### src/rtl/mul_sched_pkg.sv
// Shared types and sizes for the round-robin multiplier scheduler.
package mul_sched_pkg;

    localparam int unsigned OPW      = 8;
    localparam int unsigned PRODW    = 16;
    localparam int unsigned NREQ_DEF = 4;

    typedef enum logic [1:0] {
        IDLE,
        START,
        RUN,
        RESP
    } state_e;

endpackage

### src/rtl/add_shft_mul.sv
// Signed 8x8 add-shift multiplier: one bit of b per cycle, eight steps after start.
// done is high while idle and again once all eight bits have been consumed.
module add_shft_mul
    import mul_sched_pkg::*;
(
    input  logic             clk,
    input  logic             rst,
    input  logic             start,
    input  logic [OPW-1:0]   a,
    input  logic [OPW-1:0]   b,
    output logic             done,
    output logic [PRODW-1:0] c
);

    logic [3:0]       cnt_q, cnt_d;
    logic [PRODW-1:0] acc_q, acc_d;
    logic [PRODW-1:0] a_ext;
    logic [PRODW-1:0] shifted;

    // Next accumulator: add a<<i for bits 0..6, subtract for the sign bit 7.
    always_comb begin
        a_ext   = {{(PRODW-OPW){a[OPW-1]}}, a};
        shifted = a_ext << cnt_q[2:0];
        cnt_d   = cnt_q;
        acc_d   = acc_q;
        if (start) begin
            cnt_d = '0;
            acc_d = '0;
        end else if (!cnt_q[3]) begin
            cnt_d = cnt_q + 4'd1;
            if (b[cnt_q[2:0]]) begin
                acc_d = (cnt_q[2:0] == 3'd7) ? (acc_q - shifted) : (acc_q + shifted);
            end
        end
    end

    // Step counter and accumulator registers; counter parks at 8 when idle.
    always_ff @(posedge clk) begin
        if (rst) begin
            cnt_q <= 4'd8;
            acc_q <= '0;
        end else begin
            cnt_q <= cnt_d;
            acc_q <= acc_d;
        end
    end

    assign done = cnt_q[3];
    assign c    = acc_q;

endmodule

### src/rtl/mul_rr_sched_rr_pick.sv
// Rotate-priority picker: first set request at or above ptr, wrapping modulo NREQ.
module rr_pick
    import mul_sched_pkg::*;
#(
    parameter int unsigned NREQ = NREQ_DEF,
    parameter int unsigned IDW  = 2
) (
    input  logic [NREQ-1:0] req_i,
    input  logic [IDW-1:0]  ptr_i,
    output logic [NREQ-1:0] grant_o,
    output logic [IDW-1:0]  idx_o,
    output logic            any_o
);

    logic [IDW-1:0] pos;

    // Scan from ptr upward; the first pending request wins.
    always_comb begin
        grant_o = '0;
        idx_o   = '0;
        any_o   = 1'b0;
        pos     = '0;
        for (int unsigned k = 0; k < NREQ; k++) begin
            pos = IDW'((32'(ptr_i) + k) % NREQ);
            if (!any_o && req_i[pos]) begin
                any_o        = 1'b1;
                idx_o        = pos;
                grant_o[pos] = 1'b1;
            end
        end
    end

endmodule

### src/rtl/mul_rr_sched.sv
// Round-robin scheduler sharing one add-shift multiplier among NREQ requesters.
module mul_rr_sched
    import mul_sched_pkg::*;
#(
    parameter int unsigned NREQ = NREQ_DEF,
    parameter int unsigned IDW  = 2
) (
    input  logic                clk,
    input  logic                rst,
    input  logic [NREQ-1:0]     req_valid,
    output logic [NREQ-1:0]     req_ready,
    input  logic [OPW*NREQ-1:0] req_a,
    input  logic [OPW*NREQ-1:0] req_b,
    output logic                rsp_valid,
    input  logic                rsp_ready,
    output logic [PRODW-1:0]    rsp_data,
    output logic [IDW-1:0]      rsp_id,
    output logic                busy
);

    state_e           state_q, state_d;
    logic [IDW-1:0]   ptr_q, ptr_d;
    logic [OPW-1:0]   a_q, a_d;
    logic [OPW-1:0]   b_q, b_d;
    logic [IDW-1:0]   id_q, id_d;
    logic [PRODW-1:0] data_q, data_d;
    logic [IDW-1:0]   rid_q, rid_d;

    logic [NREQ-1:0]  grant;
    logic [IDW-1:0]   win;
    logic             any;
    logic             mul_start;
    logic             mul_done;
    logic [PRODW-1:0] mul_c;

    rr_pick #(
        .NREQ(NREQ),
        .IDW (IDW)
    ) u_pick (
        .req_i  (req_valid),
        .ptr_i  (ptr_q),
        .grant_o(grant),
        .idx_o  (win),
        .any_o  (any)
    );

    add_shft_mul u_mul (
        .clk  (clk),
        .rst  (rst),
        .start(mul_start),
        .a    (a_q),
        .b    (b_q),
        .done (mul_done),
        .c    (mul_c)
    );

    // Next-state, grant and multiplier start; done is only trusted in RUN.
    always_comb begin
        state_d   = state_q;
        ptr_d     = ptr_q;
        a_d       = a_q;
        b_d       = b_q;
        id_d      = id_q;
        data_d    = data_q;
        rid_d     = rid_q;
        req_ready = '0;
        mul_start = 1'b0;
        case (state_q)
            IDLE: begin
                req_ready = grant;
                if (any) begin
                    a_d     = req_a[32'(win)*OPW +: OPW];
                    b_d     = req_b[32'(win)*OPW +: OPW];
                    id_d    = win;
                    ptr_d   = (32'(win) == NREQ - 1) ? '0 : win + IDW'(1);
                    state_d = START;
                end
            end
            START: begin
                mul_start = 1'b1;
                state_d   = RUN;
            end
            RUN: begin
                if (mul_done) begin
                    data_d  = mul_c;
                    rid_d   = id_q;
                    state_d = RESP;
                end
            end
            RESP: begin
                if (rsp_ready) begin
                    state_d = IDLE;
                end
            end
            default: state_d = IDLE;
        endcase
    end

    // State, pointer, operand and response registers.
    always_ff @(posedge clk) begin
        if (rst) begin
            state_q <= IDLE;
            ptr_q   <= '0;
            a_q     <= '0;
            b_q     <= '0;
            id_q    <= '0;
            data_q  <= '0;
            rid_q   <= '0;
        end else begin
            state_q <= state_d;
            ptr_q   <= ptr_d;
            a_q     <= a_d;
            b_q     <= b_d;
            id_q    <= id_d;
            data_q  <= data_d;
            rid_q   <= rid_d;
        end
    end

    assign rsp_valid = (state_q == RESP);
    assign busy      = (state_q != IDLE);
    assign rsp_data  = data_q;
    assign rsp_id    = rid_q;

endmodule

### config.mk
export PLATFORM = sky130hd
export DESIGN_NAME = mul_rr_sched
export DESIGN_NICKNAME = d
export VERILOG_FILES = /design/src/rtl/mul_sched_pkg.sv /design/src/rtl/add_shft_mul.sv /design/src/rtl/mul_rr_sched_rr_pick.sv /design/src/rtl/mul_rr_sched.sv
export SDC_FILE = /design/constraint.sdc
export NUM_CORES = 1
export LEC_CHECK = 0
export CORE_MARGIN = 3
export CORE_UTILIZATION = 40
export DETAILED_ROUTE_END_ITERATION = 8
export GPL_TIMING_DRIVEN = 0
export HOLD_SLACK_MARGIN = 0.03
export MAX_ROUTING_LAYER = met4
export PLACE_DENSITY = 0.76
export RECOVER_POWER = 25
export SLEW_MARGIN = 10
export SYNTH_ARGS = -nofsm -noshare
export SYNTH_HDL_FRONTEND = slang
export SYNTH_HIERARCHICAL = 1
export SYNTH_SLANG_ARGS = --single-unit
### constraint.sdc
create_clock -name clk -period 4.5 [get_ports clk]
set_clock_uncertainty 0.2 [all_clocks]
set_input_delay 1.35 -clock clk [delete_from_list [all_inputs] [get_ports clk]]
set_output_delay 1.35 -clock clk [all_outputs]
set_load 0.01 [all_outputs]
==> flow_metrics.env <==
export IMPL_clockPowerShare=0.154
export IMPL_cts_hold_buf=0
export IMPL_dp_final_hpwl_um=9852
export IMPL_avgSynthCellArea_sq_um=8.671
export IMPL_root_buffer="clkbuf_16"
export IMPL_rsz0062_at_grt="true"
export IMPL_hold_path_class="reg -> reg"
export IMPL_critPathMaxFanout=6
export IMPL_drc=0
export IMPL_hold_start="rsp_data[0]$_SDFFE_PP0P_"
export IMPL_die_y_um=116.3
export IMPL_layout_drive_gt1_share=0.1547
export IMPL_dp_slack_ns=-0.8349
export IMPL_grt_pass1_wl_um=21570
export IMPL_final_instance_count_excl_fill=828
export IMPL_worstSetupEndpointType="output port"
export IMPL_fin_ws_ns=0.02461
export IMPL_synth_edf_count=0
export IMPL_synthFlopType="dfxtp_1"
export IMPL_hold_violations=0
export IMPL_ant_nets=0
export IMPL_drv_slew=0
export IMPL_synth_nets=661
export IMPL_synth_top_area_cell="dfxtp_1"
export IMPL_swShare=0.4320
export IMPL_p_sw_mw=2.075
export IMPL_dr_pass1_iters=5
export IMPL_nFillCells=1012
export IMPL_pin_count=95
export IMPL_synth_cells=561
export IMPL_slew_headroom=0.6001
export IMPL_worstSetupStartpointType="primary input"
export IMPL_grt_pass1_vias=4551
export IMPL_min_path_cells=2
export IMPL_crit_required_ns=2.95
export IMPL_fmax_mhz=223.4
export IMPL_synthTopCellsByCount="nand2_1, a21oi_1, dfxtp_1, nor2_1"
export IMPL_dp_cells=798
export IMPL_min_period_over_period=0.9945
export IMPL_synth_top_area_frac=0.2469
export IMPL_io_buffer_count=94
export IMPL_worstMarginPinSlew_ns=0.5999
export IMPL_cts_max_path_buffers=2
export IMPL_multiInputGateArea_sq_um=3372
export IMPL_vias_per_cell=5.574
export IMPL_htree_levels=3
export IMPL_overflow=0
export IMPL_outcome="finished clean"
export IMPL_synthTopCellsByArea="dfxtp_1, ha_1, a21oi_1"
export IMPL_comb_power_share=0.683
export IMPL_r2r_start="u_mul/cnt_q[0]$_SDFFE_PP0N_"
export IMPL_dpl_instance_area_sq_um=5986
export IMPL_irDropWorstVdd_v=0.0003352
export IMPL_die_area_sq_um=13520
export IMPL_place_congestion=0.9534
export IMPL_synthToLayoutAreaGrowth_pct=33.10
export IMPL_grtUsageTotal=0.2035
export IMPL_power_frac_seq=0.163
export IMPL_drt_total_wl_um=12800
export IMPL_period_needed_ns=4.475
export IMPL_antenna_cells=0
export IMPL_antenna_found_initial=0
export IMPL_drv_cap=0
export IMPL_vias=4615
export IMPL_total_power_mw=4.804
export IMPL_num_nets_final=780
export IMPL_r2r_end="u_mul/c[15]$_SDFFE_PP0P_"
export IMPL_finish_utilization=0.5552
export IMPL_leakagePower_nw=2.516
export IMPL_worstHoldEndpoint="rsp_data[0]$_SDFFE_PP0P_"
export IMPL_drt_iter0_markers=241
export IMPL_seq_area_sq_um=1206
export IMPL_syn_area_sq_um=4865
export IMPL_regToRegSetupSlack_ns=0.20
export IMPL_wl_per_cell_um=15.46
export IMPL_ys_ff_latch=60
export IMPL_reg2regPathDepth=18
export IMPL_ys_types=61
export IMPL_worst_ep_arrival_time_ns=2.93
export IMPL_p_int_mw=2.729
export IMPL_core_area_sq_um=11660
export IMPL_cts_tree="yes"
export IMPL_setup_violations=0
export IMPL_path_clk_slew_ns=0.05
export IMPL_grt_max_degree=16
export IMPL_std_cell_rows=39
export IMPL_cts_sinks=60
export IMPL_yosysWarnings=6
export IMPL_worst_setup_path_type="in -> out"
export IMPL_final_area_sq_um=6475
export IMPL_async_flop_share=0
export IMPL_initial_core_util=0.4171
export IMPL_clkLatencyLatePin_ns=0.34
export IMPL_synth_most_common_cell="nand2_1"
export IMPL_ys_seq_area_frac=0.2469
export IMPL_powerDensity_nw_per_um2=741.9
export IMPL_cts_buffers=9
export IMPL_dieWidth_um=116.3
-- area by class of cell --
| type | instances | share of cell area |
|---|---|---|
| multi-input cells | 441 | 0.5208 |
| flip-flops and latches | 60 | 0.1863 |
| repair buffers | 112 | 0.1654 |
| plain buffers | 38 | 0.04039 |
| clock buffers | 10 | 0.03536 |
| well taps | 143 | 0.02763 |
| clock inverters | 6 | 0.01372 |
| inverters | 18 | 0.01043 |
-- power groups by stage --
stage | combinational, mW | sequential [mW] | clock (mW)
6_report | 3.28 | 0.784 | 0.740
5_1_grt | 3.63 | 0.804 | 0.777
4_1_cts | 3.12 | 0.781 | 0.747
3_5_place_dp | 3.02 | 0.779 | 0
3_3_place_gp | 2.94 | 0.771 | 0
2_1_floorplan | 2.40 | 0.740 | 0
-- kinds of logic after synthesis --
family                     share of synthesized area
AOI/OAI and AO/OA                             0.1752
xor gates and xnor gates                     0.04141
muxes                                         0.1996
adders and majority gates                    0.07613
DFF                                           0.2469
buffers and inverters                        0.07124
and+or+nand+nor                               0.1896
-- state kept, by name (all words and copies together) (netlist names) --
| signal | cells |
|---|---|
| rsp_data | 16 |
| u_mul/c | 16 |
| a_q | 8 |
| b_q | 8 |
| u_mul/cnt_q | 4 |
| id_q | 2 |
| ptr_q | 2 |
| rsp_id | 2 |
| state_q | 2 |
-- worst max-delay path, cell delays in order --
cell	delay (ns)
buf_8	0.10
mux4_2	0.52
nor4b_4	0.36
buf_4	0.18
a22oi_2	0.04
o21ai_1	0.10
and2_1	0.14
buf_2	0.12
-- cells in the final DEF (no fill, tap or decap), drive strengths merged, types with 4 or more instances in the layout --
cell | Yosys | final
clkdlybuf4s50 | 1 | 78
nand2 | 74 | 74
a21oi | 66 | 66
dfxtp | 60 | 60
nor2 | 42 | 42
buf | 21 | 42
clkbuf | 19 | 31
mux2i | 28 | 28
ha | 28 | 28
mux4 | 26 | 26
nand3 | 24 | 24
inv | 18 | 18
o21ai | 16 | 16
xnor2 | 15 | 15
nand2b | 12 | 12
dlygate4sd3 | 0 | 9
or3 | 9 | 9
a211oi | 9 | 9
nor3 | 9 | 9
xor2 | 8 | 8
a22oi | 8 | 8
a31oi | 7 | 7
and2 | 5 | 5
o21a | 5 | 5
mux2 | 5 | 5
nor2b | 4 | 4
o221ai | 4 | 4
a21o | 4 | 4
-- worst max-delay path by stage --
| stage | startpoint | endpoint | slack [ns] |
|---|---|---|---|
| floorplan | u_mul/cnt_q[0]$_SDFFE_PP0N_ | u_mul/c[15]$_SDFFE_PP0P_ | 0.13 |
| global placement | req_valid[2] | req_ready[3] | -0.82 |
| detailed placement | req_valid[0] | req_ready[1] | -0.83 |
| CTS | u_mul/cnt_q[0]$_SDFFE_PP0N_ | u_mul/c[15]$_SDFFE_PP0P_ | 0.02 |
| global route | req_valid[3] | req_ready[1] | -0.04 |
| finish | req_valid[3] | req_ready[1] | 0.02 |
-- per-stage QoR --
step | hold slack, ns | setup TNS, ns
final | 0.2494 | 0
after floorplan | 0.2321 | 0
after detailed placement | 0.2465 | -4.025
after global placement | 0.2413 | -3.768
after CTS | 0.2535 | 0
after global routing | 0.2766 | -0.1485
-- routing by layer --
layer	global-route usage	up-vias	wire length, um
met1	0.2340	2171	5261
met3	0.03316	26	620
li1	-	2280	-
met2	0.3570	138	6636
met4	0.07270	0	284
met5	-	-	0
-- what timing repair did --
item	4_1_cts	5_1_grt
pin swaps	3	6
gates resized for setup	58	10
setup endpoints to repair	8	5
buffers inserted	11	8
Note: power is estimated with default switching activity, not from simulation.
